## config.mk

```make
export PLATFORM = sky130hd
export DESIGN_NAME = fetch_controller
export DESIGN_NICKNAME = d
export VERILOG_FILES = /design/src/rtl/fetch_controller.sv
export SDC_FILE = /design/constraint.sdc
export NUM_CORES = 1
export LEC_CHECK = 0
export CORE_UTILIZATION = 40
export DETAILED_ROUTE_END_ITERATION = 12
export PLACE_DENSITY = 0.73
export REMOVE_ABC_BUFFERS = 1
export SYNTH_ARGS = -nofsm -noshare
export SYNTH_HDL_FRONTEND = slang
export SYNTH_SLANG_ARGS = --single-unit
```

## constraint.sdc

```tcl
create_clock -name Clk -period 1.9 [get_ports Clk]
set_input_delay 0.285 -clock Clk [delete_from_list [all_inputs] [get_ports Clk]]
set_output_delay 0.285 -clock Clk [all_outputs]
set_load 0.02 [all_outputs]
```

## src/rtl/fetch_controller.sv

```systemverilog
// Instruction-fetch sequencer: owns the PC, loads the IF/ID register, and handles
// stalls, redirects with a one-bubble penalty, and a sticky halt on illegal fetch.
module fetch_controller #(
  parameter logic [31:0] RESET_PC  = 32'h0000_0000,
  parameter int          MEM_WORDS = 128
) (
  input  logic        Clk,
  input  logic        Reset_n,
  input  logic [31:0] Instruction,
  output logic [31:0] Address,
  input  logic        Stall,
  input  logic        Redirect,
  input  logic [31:0] RedirectTarget,
  output logic [31:0] IF_ID_Instruction,
  output logic [31:0] IF_ID_PCPlus4,
  output logic        IF_ID_Valid,
  output logic        AddrFault,
  output logic [31:0] FetchCount
);

  typedef enum logic [1:0] {BOOT, RUN, HALTED} state_t;

  localparam logic [29:0] WORD_LIMIT = 30'(MEM_WORDS);

  state_t      state, state_nxt;
  logic [31:0] pc;
  logic        legal;
  logic        do_redirect, do_fault, do_fetch;

  assign legal   = (pc[1:0] == 2'b00) && (pc[31:2] < WORD_LIMIT);
  assign Address = pc;

  always_ff @(posedge Clk or negedge Reset_n) begin
    if (!Reset_n) state <= BOOT;
    else          state <= state_nxt;
  end

  // Redirect wins over the legality check, so an illegal target faults one edge later.
  always_comb begin
    state_nxt = state;
    case (state)
      BOOT:    state_nxt = RUN;
      RUN:     if (!Redirect && !legal) state_nxt = HALTED;
      HALTED:  state_nxt = HALTED;
      default: state_nxt = BOOT;
    endcase
  end

  always_comb begin
    do_redirect = 1'b0;
    do_fault    = 1'b0;
    do_fetch    = 1'b0;
    AddrFault   = (state == HALTED);
    if (state == RUN) begin
      if (Redirect)    do_redirect = 1'b1;
      else if (!legal) do_fault    = 1'b1;
      else if (!Stall) do_fetch    = 1'b1;
    end
  end

  always_ff @(posedge Clk or negedge Reset_n) begin
    if (!Reset_n) begin
      pc                <= RESET_PC;
      IF_ID_Instruction <= '0;
      IF_ID_PCPlus4     <= '0;
      IF_ID_Valid       <= 1'b0;
      FetchCount        <= '0;
    end else if (do_redirect || do_fault) begin
      if (do_redirect) pc <= RedirectTarget;
      IF_ID_Instruction <= '0;
      IF_ID_PCPlus4     <= '0;
      IF_ID_Valid       <= 1'b0;
    end else if (do_fetch) begin
      pc                <= pc + 32'd4;
      IF_ID_Instruction <= Instruction;
      IF_ID_PCPlus4     <= pc + 32'd4;
      IF_ID_Valid       <= 1'b1;
      FetchCount        <= FetchCount + 32'd1;
    end
  end

endmodule

```

## Word level (Yosys, flattened, before mapping)

Cells that the tools add are included.

| operators by class | value |
|---|---|
| add/sub/neg operators | 2 |
| $mul | 0 |
| div/mod/pow operators | 0 |
| magnitude comparators | 1 |
| equal/unequal tests | 4 |
| shift operators | 0 |
| multiplexer cells | 19 |
| bitwise operators | 1 |
| reductions and logical operators | 10 |

Operator list:

| kind | number |
|---|---|
| 32-bit two-way mux | 6 |
| 32-bit by 1-bit adder with 32-bit output (second input constant) | 1 |
| 32-bit by 3-bit adder with 32-bit output (second input constant) | 1 |
| 30-bit by 8-bit less-than comparator with 1-bit output (second input constant) | 1 |
| 1-bit two-way mux | 11 |
| 2-bit case mux with 3 select lines | 1 |
| 2-bit zero test | 2 |
| 2-bit != test (second input constant) | 2 |
| 2-bit AND reduction | 2 |
| 2-bit by 1-bit equality test with 1-bit output (second input constant) | 1 |
| 2-bit equality test (second input constant) | 1 |
| 1-bit logical AND | 2 |
| 1-bit zero test | 2 |
| 2-bit two-way mux | 1 |
| 2-bit nonzero test | 1 |
| 1-bit logical OR | 1 |
| 1-bit inverter | 1 |

| storage, ports and cells | value |
|---|---|
| register bits after elaboration | 131 |
| latch bits | 0 |
| RAM bits | 0 |
| ROM bits | 0 |
| input bits | 68 |
| output and inout bits | 130 |
| word-level logic and storage cells | 43 |
| memories kept | 0 |

## Depth between registers and ports, before layout

| depth | value |
|---|---|
| word-level depth | 8 |
| mapped depth | 8 |
| depth with buffers taken out | 7 |

## Worst setup path before layout

OpenSTA, ideal clock, no wires.

| timing | value |
|---|---|
| path type | reg-to-reg |
| from | register pc[25], in the netlist Address[25] |
| to | register FetchCount[7] |
| setup time | 0.080 ns |
| data arrival time | 1.764 ns |
| required time | 1.820 ns |
| slack | 0.057 ns |
| cell stages (with the launch flop) | 8 |
| buffers on the path | 2 |
| clock period less this slack | 1.843 ns |
| cells stage by stage | dfrtp_1 nor4_1 and4_1 buf_4 and3_4 buf_6 and4_1 xor2_1 |

| on the way | value |
|---|---|
| word-level cells in the longest chain between the ends | 8 |
| elaborated cells on any way between the ends | 11 |
| classes of those cells | order compare (1); mux (6); bitwise (1); reduce/logical (3) |

RTL lines:

| what | line | source |
|---|---|---|
| start, declared | 26 | `logic [31:0] pc;` |
| start signal, assigned | 69 | `if (do_redirect) pc <= RedirectTarget;` |
| start signal, assigned | 74 | `pc <= pc + 32'd4;` |
| 30-bit by 8-bit less-than comparator with 1-bit output * | 30 | `assign legal = (pc[1:0] == 2'b00) && (pc[31:2] < WORD_LIMIT);` |
| 1-bit logical AND * | 30 |  |
| 1-bit two-way mux | 56 | `else if (!legal) do_fault = 1'b1;` |
| 1-bit two-way mux | 55 | `if (Redirect) do_redirect = 1'b1;` |
| 1-bit two-way mux | 54 | `if (state == RUN) begin` |
| 1-bit logical OR | 68 | `end else if (do_redirect \|\| do_fault) begin` |
| 1-bit inverter (no line) | n/a |  |
| 2-bit AND reduction (no line) * | n/a |  |
| end signal, assigned | 78 | `FetchCount <= FetchCount + 32'd1;` |
| end, declared | 18 | `output logic [31:0] FetchCount` |

Mark *: on every way between the ends. The rest lies on a longest branch, timed or not.
A chain may end at the register's enable or synchronous reset.

## Final worst setup path

| timing | value |
|---|---|
| from | register pc[16], in the netlist Address[16] |
| to | register IF_ID_Instruction[3] |

| on the way | value |
|---|---|
| word-level cells in the longest chain between the ends | 7 |
| elaborated cells on any way between the ends | 11 |
| classes of those cells | order compare (1); mux (7); reduce/logical (3) |

RTL lines:

| what | line | source |
|---|---|---|
| 30-bit by 8-bit less-than comparator with 1-bit output * | 30 |  |
| 1-bit logical AND * | 30 |  |
| 1-bit two-way mux | 56 |  |
| 1-bit two-way mux | 55 |  |
| 1-bit two-way mux | 54 |  |
| 1-bit logical OR | 68 |  |
| 32-bit two-way mux or 2-bit nonzero test (tied branches) | n/a |  |
| end signal, assigned | 75 | `IF_ID_Instruction <= Instruction;` |
| end, declared | 14 | `output logic [31:0] IF_ID_Instruction,` |

Marks and branches as above.

==> impl_metrics.tcl <==
set metrics [dict create \
    hp-class "primary input to asynchronous set/reset pin" \
    port_buffers 197 \
    viasPerCell 5.13 \
    syn-cell-area_um2 5520 \
    startpoint_type "flip-flop" \
    synth-edff-count 0 \
    clock_latency_ns 0.42 \
    power_w 0.00992 \
    avgSynthCellArea_um2 10.9 \
    cp_max_fo 10 \
    p_int_w 0.00677 \
    r2r_slack_ns -0.08 \
    synth_fa_ha_area_share_pct 1.13 \
    totalNegativeSetupSlack_ns -0.435 \
    drive_above_1_share_pct 20.4 \
    dr.pass1.iters 4 \
    endpoint_kind "flip-flop" \
    grt_pass1_vias 4776 \
    timing.rr.start "Address[16]" \
    ios 198 \
    synth.ff_latch_count 131 \
    violations "negative setup slack" \
    max_clock_freq_mhz 505 \
    cts_tree "built" \
    synth_top_family_by_area "simple AND/OR/NAND/NOR gates" \
    syn_inst 508 \
    status "finished with violations" \
    vias 4887 \
    cts.sinks 131 \
    min_period_over_period_pct 104 \
    drcViolationCount 0 \
    grt_remaining_overflow 0 \
    slowest_delay_ns 0.39 \
    n_antenna_cell 0 \
    fin_crit_ns 1.98 \
    wire_per_inst_um 16.9 \
    drv_cap 0 \
    die_w_um 120 \
    yosysUniqueCellTypes 50 \
    power.leakage_nw 4.33 \
    ant_nets 0 \
    antenna_found_initial 0 \
    die_h_um 120 \
    power_density_nw_per_um2 1080 \
    synthMuxAreaShare_pct 0.589 \
    clockRootBuffer "clkbuf_16" \
    synth_xor_xnor_area_share_pct 5.87 \
    coreArea_um2 13300 \
    setup_slack_ns -0.0816 \
    layout_common_cells "clkdlybuf4s50_1 (193), dfrtp_1 (130), nand2_1 (90)" \
    placed_cell_area_um2 8020 \
    critPathBufInv 4 \
    r2r_end "IF_ID_Instruction[3]" \
    combPwrFrac_pct 33.4 \
    slew_headroom_pct 72.0 \
    switching_share_pct 31.8 \
    p_sw_w 0.00315 \
    yosys_warnings 0 \
    cp.required_ns 2.23 \
    grt_usage_pct 21.6 \
    setup_violations 28 \
    grt_setup_unrepaired "true" \
    yosysTopAreaCell "dfrtp_1" \
    ys.flop_type "dfrtp_1" \
    detail_route.iter0.violations 412 \
    yosysTopAreaCellShare_pct 59.4 \
    cp_cell_sequence "nor4_2 > buf_4 > and3_4 > buf_12 > and3_4 > buf_4 > clkbuf_16 > nand2_1 > a21oi_1" \
    yosys-top-cells-area "dfrtp_1 (59%), nand2_1 (7.1%), xor2_1 (4.0%), nand3_1 (3.5%), a22o_1 (3.3%)" \
    layout_commonest_cell "clkdlybuf4s50_1" \
    path_clk_slew_ns 0.05 \
    ctsHtreeMaxLevel 4 \
    wl_mm 16.1 \
    cts_buffers 17 \
    grt_start_max_net_pins 59 \
    pwr-share-clk_pct 30.8 \
    ys_seq_area_share_pct 59.4 \
    synth_compound_area_share_pct 8.02 \
    dieArea_um2 14300 \
    cpMaxStageDelayCell "dfrtp_1" \
    rows 42 \
    layout.nets 836 \
    worstSetupPathType "flip-flop to flip-flop" \
    critPathTopFamily "simple AND/OR/NAND/NOR gates" \
    cp.arrival_ns 2.32 \
    tightest_slew_ns 0.421 \
    hold_viol_final 0 \
    gp_congestion 0.802 \
    fin_worst_skew_ns 0.0118 \
    design_area_um2 9200 \
    worstRegToRegCells 9 \
    synthArstFlopShare_pct 100 \
    synth-simple-area-share_pct 21.9 \
    grt_pass1_wl_mm 24.0 \
    p_seq_share_pct 35.8 \
    ir_drop_mv 0.817 \
    detailed_place_hpwl_mm 10.5 \
    start_util_pct 41.4 \
    drv_slew 0 \
    cts_max_path_buffers 2 \
    syn2layout_area_growth_pct 66.5 \
]
[layout make-up]
cell class,count,area (µm²)
fill,974,4150
sequential,131,3280
timing repair buffer,261,2710
multi-input combinational,342,2390
clock buffer,22,474
tap,176,220
clock inverter,10,82.6
inverter,10,37.5
[logic make-up after synthesis]
kind of cell,Yosys count
compound gates,56
xor+xnor,37
fa+ha+maj,5
buf+inv,35
flops,131
mux,3
simple gates,241
[timing repair]
| action | 4_1_cts | 5_1_grt |
|---|---|---|
| gates resized for setup | 13 | 68 |
| setup buffers | 4 | 12 |
| pin swaps | 3 | 25 |
| cloned | 0 | 7 |
| hold endpoints to repair | 42 | 0 |
| hold buffers | 1 | 0 |
| setup endpoints to repair | 128 | 124 |
[state kept, by name, summed over array words and instances, names as in the netlist]
name and cells:
state 2, IF_ID_Valid 1, FetchCount 32, IF_ID_PCPlus4 32, Address 32, IF_ID_Instruction 32
[stage by stage]
step	worst slack (ns)	hold slack, ns	utilization (%)	std cells
finish	-0.0816	0.351	68.9	952
global route	-0.170	0.391	68.9	952
CTS	-0.00897	0.355	65.0	933
detailed placement	-0.212	0.227	60.1	897
global placement	-0.121	0.225	60.1	897
floorplan	-0.715	-0.0106	-	483
[power by group through the flow]
| stage | sequential (W) | clock (W) | combinational, W |
|---|---|---|---|
| after global placement | 0.00346 | 0 | 0.00288 |
| after detailed placement | 0.00348 | 0 | 0.00292 |
| after floorplan | 0.00385 | 0 | 0.000880 |
| after CTS | 0.00352 | 0.00310 | 0.00301 |
| final | 0.00355 | 0.00306 | 0.00331 |
| after global routing | 0.00359 | 0.00323 | 0.00353 |
[worst reg2reg max path, stage by stage, from the launching register on]
cell and delay, ns:
dfrtp_1 0.39, nor4_2 0.27, buf_4 0.15, and3_4 0.19, buf_12 0.12, and3_4 0.26, buf_4 0.15, clkbuf_16 0.16
nand2_1 0.06, a21oi_1 0.15
[layer usage]
metal  global-route usage [%]  wire length, µm  vias up  share of wire, %
met5                        0                0        -                 0
met4                     8.20              360        0               2.2
met3                     4.37              911       33               5.7
met2                     36.1             7980      194                50
met1                     27.5             6820     2401                42
li1                         -                -     2259                 -
[worst max path at each step]
stage	from	endpoint	slack (ns)	depth (start not counted)
2_1_floorplan	Address[25]	Address[9]	-0.72	5
3_3_place_gp	Address[29]	IF_ID_PCPlus4[7]	-0.12	7
3_5_place_dp	Address[25]	IF_ID_PCPlus4[7]	-0.21	7
4_1_cts	Address[20]	FetchCount[4]	-0.009	6
5_1_grt	state[1]	FetchCount[27]	-0.17	7
6_report	Address[16]	IF_ID_Instruction[3]	-0.08	9
[synth_stat cells, types with 2 or more instances]
master,n
clkbuf_2,2
o21ai_0,2
nor4_1,7
nor3_1,14
ha_1,5
inv_1,10
mux2_2,2
nand4_1,6
xor2_1,25
o31a_1,2
buf_4,5
dfrtp_1,131
nor2_1,15
and2_1,28
o311ai_0,5
a21oi_1,12
nand2_1,105
and3_1,6
xnor2_1,12
nand3_1,39
buf_2,10
and4_1,7
nand4_2,2
a211oi_1,5
a22o_1,21
clkbuf_1,6
(Power assumes the default switching activity.)
